$ cat src/rtl/alu_arbiter.sv
// Two-requester arbiter for one shared ALU: fair grant, one operation in flight,
// result routed back to the issuer, and a watchdog for an unresponsive ALU.
module alu_arbiter #(
  parameter int unsigned DATA_WIDTH     = 16,
  parameter int unsigned TIMEOUT_CYCLES = 64
) (
  input  logic                  clk,
  input  logic                  rst,
  input  logic [DATA_WIDTH-1:0] i_r0_a,
  input  logic [DATA_WIDTH-1:0] i_r0_b,
  input  logic [1:0]            i_r0_op,
  input  logic                  i_r0_signed,
  input  logic                  i_r0_valid,
  output logic                  o_r0_ready,
  output logic [DATA_WIDTH-1:0] o_r0_result,
  output logic                  o_r0_error,
  output logic                  o_r0_result_valid,
  input  logic                  i_r0_result_ready,
  input  logic [DATA_WIDTH-1:0] i_r1_a,
  input  logic [DATA_WIDTH-1:0] i_r1_b,
  input  logic [1:0]            i_r1_op,
  input  logic                  i_r1_signed,
  input  logic                  i_r1_valid,
  output logic                  o_r1_ready,
  output logic [DATA_WIDTH-1:0] o_r1_result,
  output logic                  o_r1_error,
  output logic                  o_r1_result_valid,
  input  logic                  i_r1_result_ready,
  output logic [DATA_WIDTH-1:0] o_alu_a,
  output logic [DATA_WIDTH-1:0] o_alu_b,
  output logic [1:0]            o_alu_op,
  output logic                  o_alu_signed,
  output logic                  o_alu_valid,
  input  logic                  i_alu_ready,
  input  logic [DATA_WIDTH-1:0] i_alu_result,
  input  logic                  i_alu_error,
  input  logic                  i_alu_result_valid,
  output logic                  o_alu_result_ready,
  output logic                  o_busy,
  output logic                  o_owner
);
  localparam int unsigned CNT_W   = (TIMEOUT_CYCLES == 0) ? 1 : $clog2(TIMEOUT_CYCLES + 1);
  localparam int unsigned CNT_LIM = (TIMEOUT_CYCLES == 0) ? 0 : TIMEOUT_CYCLES - 1;
  localparam bit          WDOG_EN = (TIMEOUT_CYCLES != 0);

  typedef enum logic [1:0] {S_IDLE, S_ISSUE, S_WAIT, S_RETURN} state_t;

  state_t                state_q, state_d;
  logic                  last_q, last_d;
  logic                  stale_q, stale_d;
  logic [CNT_W-1:0]      cnt_q, cnt_d;
  logic                  owner_q, owner_d;
  logic [DATA_WIDTH-1:0] a_q, a_d, b_q, b_d;
  logic [1:0]            op_q, op_d;
  logic                  sgn_q, sgn_d;
  logic [DATA_WIDTH-1:0] res0_q, res0_d, res1_q, res1_d;
  logic                  err0_q, err0_d, err1_q, err1_d;
  logic                  alu_valid_q, alu_valid_d;
  logic                  alu_rready_q, alu_rready_d;
  logic                  rvalid0_q, rvalid0_d, rvalid1_q, rvalid1_d;
  logic                  busy_q, busy_d;
  logic                  win_c, grant_c, rsp_ready_c;

  // On a tie the requester that was not served last wins
  always_comb begin
    if (i_r0_valid && i_r1_valid) win_c = ~last_q;
    else                          win_c = ~i_r0_valid;
    grant_c = (state_q == S_IDLE) && !stale_q && !rst && (i_r0_valid || i_r1_valid);
  end

  assign o_r0_ready = grant_c && !win_c;
  assign o_r1_ready = grant_c && win_c;

  always_comb begin
    state_d     = state_q;
    last_d      = last_q;
    stale_d     = stale_q;
    cnt_d       = cnt_q;
    owner_d     = owner_q;
    a_d         = a_q;
    b_d         = b_q;
    op_d        = op_q;
    sgn_d       = sgn_q;
    res0_d      = res0_q;
    res1_d      = res1_q;
    err0_d      = err0_q;
    err1_d      = err1_q;
    rsp_ready_c = owner_q ? i_r1_result_ready : i_r0_result_ready;

    // A late response from a timed-out operation is swallowed here
    if (stale_q && i_alu_result_valid) stale_d = 1'b0;

    unique case (state_q)
      S_IDLE: begin
        if (grant_c) begin
          owner_d = win_c;
          a_d     = win_c ? i_r1_a : i_r0_a;
          b_d     = win_c ? i_r1_b : i_r0_b;
          op_d    = win_c ? i_r1_op : i_r0_op;
          sgn_d   = win_c ? i_r1_signed : i_r0_signed;
          state_d = S_ISSUE;
        end
      end
      S_ISSUE: begin
        if (i_alu_ready) begin
          cnt_d   = '0;
          state_d = S_WAIT;
        end
      end
      S_WAIT: begin
        if (i_alu_result_valid) begin
          if (owner_q) begin
            res1_d = i_alu_result;
            err1_d = i_alu_error;
          end else begin
            res0_d = i_alu_result;
            err0_d = i_alu_error;
          end
          state_d = S_RETURN;
        end else if (WDOG_EN && (cnt_q >= CNT_W'(CNT_LIM))) begin
          if (owner_q) begin
            res1_d = '0;
            err1_d = 1'b1;
          end else begin
            res0_d = '0;
            err0_d = 1'b1;
          end
          stale_d = 1'b1;
          state_d = S_RETURN;
        end else if (cnt_q != {CNT_W{1'b1}}) begin
          cnt_d = cnt_q + CNT_W'(1);
        end
      end
      S_RETURN: begin
        if (rsp_ready_c) begin
          last_d  = owner_q;
          res0_d  = '0;
          res1_d  = '0;
          err0_d  = 1'b0;
          err1_d  = 1'b0;
          state_d = S_IDLE;
        end
      end
      default: state_d = S_IDLE;
    endcase

    alu_valid_d  = (state_d == S_ISSUE);
    alu_rready_d = (state_d == S_WAIT) || stale_d;
    rvalid0_d    = (state_d == S_RETURN) && !owner_d;
    rvalid1_d    = (state_d == S_RETURN) && owner_d;
    busy_d       = (state_d != S_IDLE);
  end

  always_ff @(posedge clk or posedge rst) begin
    if (rst) begin
      state_q      <= S_IDLE;
      last_q       <= 1'b1;
      stale_q      <= 1'b0;
      cnt_q        <= '0;
      owner_q      <= 1'b0;
      a_q          <= '0;
      b_q          <= '0;
      op_q         <= '0;
      sgn_q        <= 1'b0;
      res0_q       <= '0;
      res1_q       <= '0;
      err0_q       <= 1'b0;
      err1_q       <= 1'b0;
      alu_valid_q  <= 1'b0;
      alu_rready_q <= 1'b0;
      rvalid0_q    <= 1'b0;
      rvalid1_q    <= 1'b0;
      busy_q       <= 1'b0;
    end else begin
      state_q      <= state_d;
      last_q       <= last_d;
      stale_q      <= stale_d;
      cnt_q        <= cnt_d;
      owner_q      <= owner_d;
      a_q          <= a_d;
      b_q          <= b_d;
      op_q         <= op_d;
      sgn_q        <= sgn_d;
      res0_q       <= res0_d;
      res1_q       <= res1_d;
      err0_q       <= err0_d;
      err1_q       <= err1_d;
      alu_valid_q  <= alu_valid_d;
      alu_rready_q <= alu_rready_d;
      rvalid0_q    <= rvalid0_d;
      rvalid1_q    <= rvalid1_d;
      busy_q       <= busy_d;
    end
  end

  assign o_r0_result        = res0_q;
  assign o_r0_error         = err0_q;
  assign o_r0_result_valid  = rvalid0_q;
  assign o_r1_result        = res1_q;
  assign o_r1_error         = err1_q;
  assign o_r1_result_valid  = rvalid1_q;
  assign o_alu_a            = a_q;
  assign o_alu_b            = b_q;
  assign o_alu_op           = op_q;
  assign o_alu_signed       = sgn_q;
  assign o_alu_valid        = alu_valid_q;
  assign o_alu_result_ready = alu_rready_q;
  assign o_busy             = busy_q;
  assign o_owner            = owner_q;
endmodule

$ cat config.mk
export PLATFORM = sky130hd
export DESIGN_NAME = alu_arbiter
export DESIGN_NICKNAME = d
export VERILOG_FILES = /design/src/rtl/alu_arbiter.sv
export SDC_FILE = /design/constraint.sdc
export NUM_CORES = 1
export LEC_CHECK = 0
export ABC_AREA = 1
export CORE_MARGIN = 1.5
export CORE_UTILIZATION = 33
export CTS_CLUSTER_DIAMETER = 40
export DETAILED_ROUTE_END_ITERATION = 8
export GPL_ROUTABILITY_DRIVEN = 0
export PLACE_DENSITY = 0.76
export SYNTH_ARGS = -nofsm -noshare
export SYNTH_HDL_FRONTEND = slang
export SYNTH_SLANG_ARGS = --single-unit
$ cat constraint.sdc
create_clock -name clk -period 5 [get_ports clk]
set_clock_uncertainty 0.1 [all_clocks]
set_input_delay 0.75 -clock clk [delete_from_list [all_inputs] [get_ports clk]]
set_output_delay 0.75 -clock clk [all_outputs]
set_load 0.02 [all_outputs]
; ---- Word-level counts from Yosys, hierarchy flattened
; Index checks and enable logic that the tools add are counted.
[op_classes]
add_sub_neg = 1
n_mul = 0
div_mod_pow = 0
order_cmp = 1
eq_ne = 15
shift = 0
n_mux = 45
n_bitwise = 2
n_reduce_logical = 24
[ops]
columns = op, count
row1 = 16-bit 2-to-1 mux, 11
row2 = 16-bit case mux with 2 select lines, 2
row3 = 7-bit 2-to-1 mux, 4
row4 = 1-bit 2-to-1 mux, 18
row5 = "2-bit != test, second input constant", 7
row6 = 7-bit case mux with 2 select lines, 1
row7 = 2-bit 2-to-1 mux, 6
row8 = 1-bit logical AND, 9
row9 = "2-bit == test, second input constant", 4
row10 = 2-bit case mux with 4 select lines, 1
row11 = 4-bit AND reduction, 2
row12 = "7-bit by 1-bit adder with 7-bit output, second input constant", 1
row13 = "7-bit by 6-bit >= comparator with 1-bit output, second input constant", 1
row14 = "7-bit != test, second input constant", 1
row15 = 2-bit nonzero test, 3
row16 = 5-bit AND reduction, 1
row17 = "2-bit by 1-bit == test with 1-bit output, second input constant", 2
row18 = 1-bit logical NOT, 4
row19 = 1-bit case mux with 2 select lines, 2
row20 = 2-bit AND reduction, 2
row21 = "3-bit != test, second input constant", 1
row22 = 2-bit logical NOT, 1
row23 = 1-bit logical OR, 2
row24 = 1-bit inverter, 2
[totals]
reg_bits = 86
latch_bits = 0
mem_bits_rw = 0
romBits = 0
inputBits = 95
out_inout_bits = 77
memories = 0

; ---- Depth between registers and ports, before layout
; Gate-level depths: netlist of run 1.
[logic_depth]
depth_word = 8
mapped_depth = 9
ltp_nobuf = 9

; ---- Worst setup path after synthesis of run 1
; No wires, ideal clock.
[synth_path]
kind = in2out
from = input port rst
to = output port o_r1_ready
arrival_ns = 3.411
path_slack_ns = 0.739
cell_stages = 6
n_path_buf = 1
cell_sequence = inv_1 -> nand3_2 -> nor2_2 -> nand2_1 -> inv_4 -> buf_6
[synth_via]
elab_chain_cells = 4
[synth_rtl]
columns = item, line_no
row1 = start: declaration, 8  ; input logic rst,
row2 = 1-bit logical NOT (no source line), -
row3 = 1-bit logical AND (2 in a row), 68  ; grant_c = (state_q == S_IDLE) && !stale_q && !rst && (i_r0_valid || i_r1_valid);
row4 = 1-bit logical AND, 72  ; assign o_r1_ready = grant_c && win_c;
row5 = end: declaration, 24  ; output logic o_r1_ready,
; Every way passes these cells.

; ---- Final worst setup path of run 1
[layout_path]
from = input port i_r1_valid
to = output port o_r0_ready
[layout_via]
elab_chain_cells = 4
word_cells_on_any_way = 6
classes_between = 1 x mux / 5 x reduce/logical
[layout_rtl]
columns = item, line_no
row1 = start: declaration, 23  ; input logic i_r1_valid,
row2 = 1-bit logical AND, 66  ; if (i_r0_valid && i_r1_valid) win_c = ~last_q;
row3 = 1-bit 2-to-1 mux, 66
row4 = 1-bit logical NOT, 71  ; assign o_r0_ready = grant_c && !win_c;
row5 = 1-bit logical AND *, 71
row6 = end: declaration, 14  ; output logic o_r0_ready,
; Mark *: on every way between the ends. The rest lies on a longest branch, timed or not.

==> flow_summary.json, run 1 <==
{
  "status": "finished clean",
  "nets": 709,
  "htreeDepth": 3,
  "setup_tns_ps": 0,
  "rsz0062_at_grt": "no",
  "drt_wl_total_um": 10380,
  "grt_pass1_wl_um": 16790,
  "final-setup-viol-count": 0,
  "io_pins": 172,
  "period_needed_ps": 3559,
  "post_cts_buffers": 0,
  "dp_slack_ps": 1424,
  "syn_avg_cell_area_um2": 8.980,
  "clockRootBuffer": "clkbuf_16",
  "ant_nets": 0,
  "detail_route.wl_per_cell_um": 13.57,
  "area_growth_pct": 51.68,
  "critical_path.max_fanout": 36,
  "crit_family": "buffers and inverters",
  "powerDensity_mw_per_mm2": 599.3,
  "cp_cell_sequence": "clkdlybuf4s50_1 > nand2_1 > nand2_1 > nor2_4 > clkdlybuf4s50_1",
  "path_clk_slew_ps": 60,
  "hold_violations": 0,
  "max_freq_ghz": 0.2810,
  "cts_hold_buf": 0,
  "diodes": 0,
  "end_kind": "output port",
  "die_w_um": 113.3,
  "synth_top_area_frac": 0.5299,
  "overflow": 0,
  "yosys-top-cells-count": "nand2_1, dfrtp_1, nand3_1, o21ai_2, nand2_2",
  "synthSimpleGateAreaFrac": 0.3055,
  "cts_num_sinks": 86,
  "critPathBufInv": 2,
  "synth_xor_area_frac": 0.004364,
  "clk_latency_ps": 330,
  "grt_pass1_vias": 3509,
  "synthDistinctLibCells": 25,
  "num_rows": 40,
  "max_slew_margin": 0.2809,
  "dieArea_mm2": 0.01283,
  "first_iter_violations": 206,
  "start_util": 0.3356,
  "hp-class": "reg -> reg",
  "synth_edf_count": 0,
  "tightest_slew_ps": 1079,
  "ir_worst_vdd_mv": 0.3032,
  "drc": 0,
  "synth_seq_area_share": 0.5365,
  "cts_resized": 0,
  "grt_max_degree": 87,
  "synth_area_leaders": "dfrtp_1, nand2_1, o21ai_2",
  "viasPerCell": 4.680,
  "max_cap_viol_count": 0,
  "ys_async_sr_fraction": 1.000,
  "fin_ws_ps": 1441,
  "synth_fa_ha_area_frac": 0.003117,
  "yosysTopAreaCell": "dfrtp_1",
  "start_kind": "input pin",
  "leakagePower_nw": 2.713,
  "cts_tree": "built",
  "cts_buffers": 9,
  "dr.pass1.iters": 4,
  "layout-drive-gt1-share": 0.1586,
  "cp_slowest_cell": "clkdlybuf4s50_1",
  "dieHeight_um": 113.3,
  "synthMuxAreaShare": 0,
  "timing.final.crit_share": 0.7118,
  "cts.path.max_buffers": 2,
  "worstPathArrival_ps": 2710,
  "synthCells": 447,
  "worstSetupPathType": "in -> out",
  "dr_total_vias": 3580,
  "fp.coreArea_mm2": 0.01196,
  "io_buffers": 171,
  "finalMaxSlewViolations": 0,
  "cpPeakStageDelay_ps": 740,
  "synth_most_common_cell": "nand2_1",
  "antenna_found_initial": 0,
  "syn-cell-area_mm2": 0.004014,
  "ys_seq_elements": 86,
  "grt_usage": 0.1644,
  "synth-compound-area-share": 0.08822,
  "syn-num-nets": 543,
  "synth_top_flop_cell": "dfrtp_1",
  "dp_hpwl_um": 7505,
  "critical_path_required_ps": 4150,
  "yosys_warnings": 0,
  "synth_top_family_by_area": "simple AND/OR/NAND/NOR gates"
}
## worst min-delay path: cells and delay by family, from the launching register on
family / cells / cell delay, ps
compound gates: 1 / 50
simple gates: 1 / 60
flops: 1 / 340
## per-stage QoR
step	area (µm²)	utilization	hold WS (ps)	total power [mW]	std cells
after detailed placement	5764	0.4819	373.1	2.956	749
after global placement	5764	0.4819	366.0	2.916	749
after CTS	6088	0.5090	389.3	3.687	765
final	6088	0.5090	384.4	3.649	765
after global routing	6088	0.5090	402.4	3.881	765
after floorplan	4014	-	354.9	2.251	447
## path summary, 6_finish.rpt
kind	slack, ps	startpoint	end	cells past startpoint
worst max-delay path	1440	i_r1_valid	o_r0_ready	5
worst min-delay path	380	o_r1_result[7]	o_r1_result[7]	2
worst max register to register	3030	cnt_q[0]	o_r1_result[11]	8
worst min register to register	380	o_r1_result[7]	o_r1_result[7]	2
max in group asynchronous	3090	rst	o_r1_result[11]	3
min in group asynchronous	1050	rst	o_alu_b[9]	3
## routing by layer
metal | up-vias | GRT usage | wire [µm]
li1 | 1748 | - | -
met1 | 1649 | 0.2065 | 4394
met2 | 167 | 0.2691 | 4910
met3 | 16 | 0.04606 | 863
met4 | 0 | 0.06500 | 214
met5 | - | 0 | 0
## cell usage in the layout, fill, tap and decap left out, types with 3 or more instances in the layout
cell type	n
nor2_2	3
clkdlybuf4s50_1	171
nand3_1	44
o21ai_0	4
nand2_1	174
clkbuf_16	9
dfrtp_1	85
inv_1	17
nand2_2	25
inv_2	6
nor2_1	16
o21ai_2	36
## power by group
| part | internal [mW] | switching, mW |
|---|---|---|
| clock network | 0.442 | 0.279 |
| logic | 0.759 | 1.01 |
| registers | 0.980 | 0.183 |
| total | 2.18 | 1.47 |
## flip-flops by register name, indices dropped and copies added (netlist names)
register,cells
stale_q,1
o_alu_op,2
cnt_q,7
o_r0_result,16
last_q,1
o_alu_b,16
o_owner,1
o_r1_error,1
o_alu_signed,1
o_alu_valid,1
o_alu_result_ready,1
o_busy,1
o_alu_a,16
o_r0_result_valid,1
o_r1_result_valid,1
state_q,2
o_r0_error,1
o_r1_result,16
## area by class of cell
cell class / count / area, µm²
Sequential cell: 86 / 2153
Clock buffer: 10 / 229.0
Clock inverter: 6 / 95.09
Fill cell: 1089 / 5873
Tap cell: 147 / 183.9
Multi-Input combinational cell: 319 / 1610
Timing Repair Buffer: 172 / 1719
Inverter: 25 / 97.59
## kinds of logic after synthesis
group | after synthesis
XOR/XNOR | 2
AND/OR/NAND/NOR | 273
AO/OA/AOI/OAI | 43
buffers and inverters | 42
flip-flops | 86
adder cells (fa/ha/maj) | 1
No activity file was read; power rests on OpenSTA's default activity.
==> run 2, diff against run 1 <==
==> constraint.sdc (replaced) <==
create_clock -name clk -period 3.6 [get_ports clk]
set_clock_uncertainty 0.1 [all_clocks]
set_input_delay 0.54 -clock clk [delete_from_list [all_inputs] [get_ports clk]]
set_output_delay 0.54 -clock clk [all_outputs]
set_load 0.02 [all_outputs]
==> run 2 against run 1 <==
Register-to-register slack lost 1400 ps. Largest cell class unchanged. Via count grew 0.56%. Sequential power increased by 39%. Critical path type unchanged.
==> flow_summary.json, run 2 (synthesized netlist as in run 1, its figures left out) <==
{
  "area_growth_pct": 51.78,
  "cpPeakStageDelay_ps": 590,
  "cts_buffers": 9,
  "met1Wirelength_um": 4398,
  "dp_hpwl_um": 7473,
  "max_cap_viol_count": 0,
  "cts_hold_buf": 0,
  "drc": 0,
  "post_cts_buffers": 0,
  "fp.coreArea_mm2": 0.01196,
  "nFillCells": 1097,
  "rsz0062_at_grt": "no",
  "grt_pass1_vias": 3765,
  "cts_tree": "built",
  "path_clk_slew_ps": 70,
  "max_freq_ghz": 0.3623,
  "viasPerCell": 4.688,
  "grt_pass1_wl_um": 17620,
  "max_slew_margin": 0.2891,
  "critical_path_required_ps": 2960,
  "start_kind": "input pin",
  "cts.path.max_buffers": 2,
  "cts_num_sinks": 86,
  "r2r_cells": 8,
  "cp-startpoint": "rst",
  "cp_cell_sequence": "clkdlybuf4s50_1 > clkinvlp_4 > nand3_2 > nor2_2 > nand2_1 > inv_4 > clkdlybuf4s50_1",
  "final_cell_mix": "nand2_1, clkdlybuf4s50_1, dfrtp_1, nand3_1, o21ai_2",
  "ir_worst_vdd_mv": 0.3830,
  "io_pins": 172,
  "dr_total_vias": 3600,
  "cpMostUsedCell": "clkdlybuf4s50_1",
  "whs_endpoint": "o_r0_result[2]",
  "io_buffers": 171,
  "crit_cells": 7,
  "leakagePower_nw": 2.719,
  "end_kind": "output port",
  "final_common_cell": "nand2_1",
  "layout-drive-gt1-share": 0.1629,
  "powerDensity_mw_per_mm2": 824.2,
  "reg2reg_from": "cnt_q[0]",
  "cp_slowest_cell": "clkdlybuf4s50_1",
  "final_cell_area_mm2": 0.006092,
  "die_w_um": 113.3,
  "dr.max_layer_used": "met4",
  "drt_wl_total_um": 10440,
  "hp-class": "reg -> reg",
  "hold_violations": 0,
  "tightest_slew_ps": 1066,
  "detail_route.wl_per_cell_um": 13.60,
  "grt_max_degree": 87,
  "htreeDepth": 3,
  "dieArea_mm2": 0.01283,
  "critical_path.max_fanout": 2,
  "ant_nets": 0,
  "period_needed_ps": 2760,
  "grt_usage": 0.1715,
  "dr_wl_met2_um": 4967,
  "final-setup-viol-count": 0,
  "place_area_mm2": 0.005782,
  "dr.pass1.iters": 4,
  "worstReg2RegEnd": "o_r0_result[11]",
  "crit_family": "buffers and inverters",
  "min_path_cells": 2,
  "status": "finished clean",
  "dieHeight_um": 113.3,
  "first_iter_violations": 188,
  "power_mw": 5.021,
  "nets": 711,
  "critPathBufInv": 4,
  "worstSetupPathType": "in -> out",
  "setup_tns_ps": 0,
  "reg2reg_slack_ps": 1650,
  "timing.final.crit_share": 0.7667,
  "overflow": 0,
  "antenna_found_initial": 1,
  "clockRootBuffer": "clkbuf_16",
  "wl_met3_um": 751,
  "clk_latency_ps": 340,
  "stdcell_count": 768,
  "holdWs_ps": 384.5,
  "num_rows": 40,
  "finalMaxSlewViolations": 0,
  "worstPathArrival_ps": 2120,
  "cts_resized": 0,
  "start_util": 0.3356,
  "dpl.cell_count": 751,
  "worstHoldStart": "o_r0_result[2]"
}
==> run 2: worst max path at each step <==
stage,end,slack [ps]
floorplan,o_r1_ready,470
global placement,o_r1_ready,840
detailed placement,o_r1_ready,850
CTS,o_r1_ready,840
global route,o_r1_ready,760
finish,o_r1_ready,840
==> run 2: worst min-delay path: stages, from the launching register on <==
cell     delay, ps
dfrtp_1        360
nand2_2         60
o21ai_2         40
==> run 2: layer usage <==
layer  vias to the layer above  GRT usage
met2                       139     0.2776
met4                         0    0.09000
li1                       1760          -
met3                        21    0.04981
met5                         -          0
met1                      1680     0.2077
==> run 2: cell type report <==
class                      count  area, µm²  area share
sequential                    86       2153      0.3535
clock inverter                 6      68.82     0.01130
clock buffer                  10      239.0     0.03923
timing repair buffer         174       1734      0.2847
tap                          147      183.9     0.03019
inverter                      25      100.1     0.01643
antenna                        1      2.502   0.0004108
multi-input combinational    319       1610      0.2643
==> run 2: power by group <==
group          switching, mW  internal, mW
combinational           1.40          1.06
sequential             0.249          1.36
clock                  0.395         0.560
total                   2.04          2.98
==> run 2: stage by stage <==
| stage | worst slack [ps] | utilization |
|---|---|---|
| after floorplan | 465.0 | - |
| after global placement | 836.6 | 0.4834 |
| after detailed placement | 848.8 | 0.4834 |
| after CTS | 837.3 | 0.5091 |
| after global routing | 764.1 | 0.5093 |
| final | 839.8 | 0.5093 |
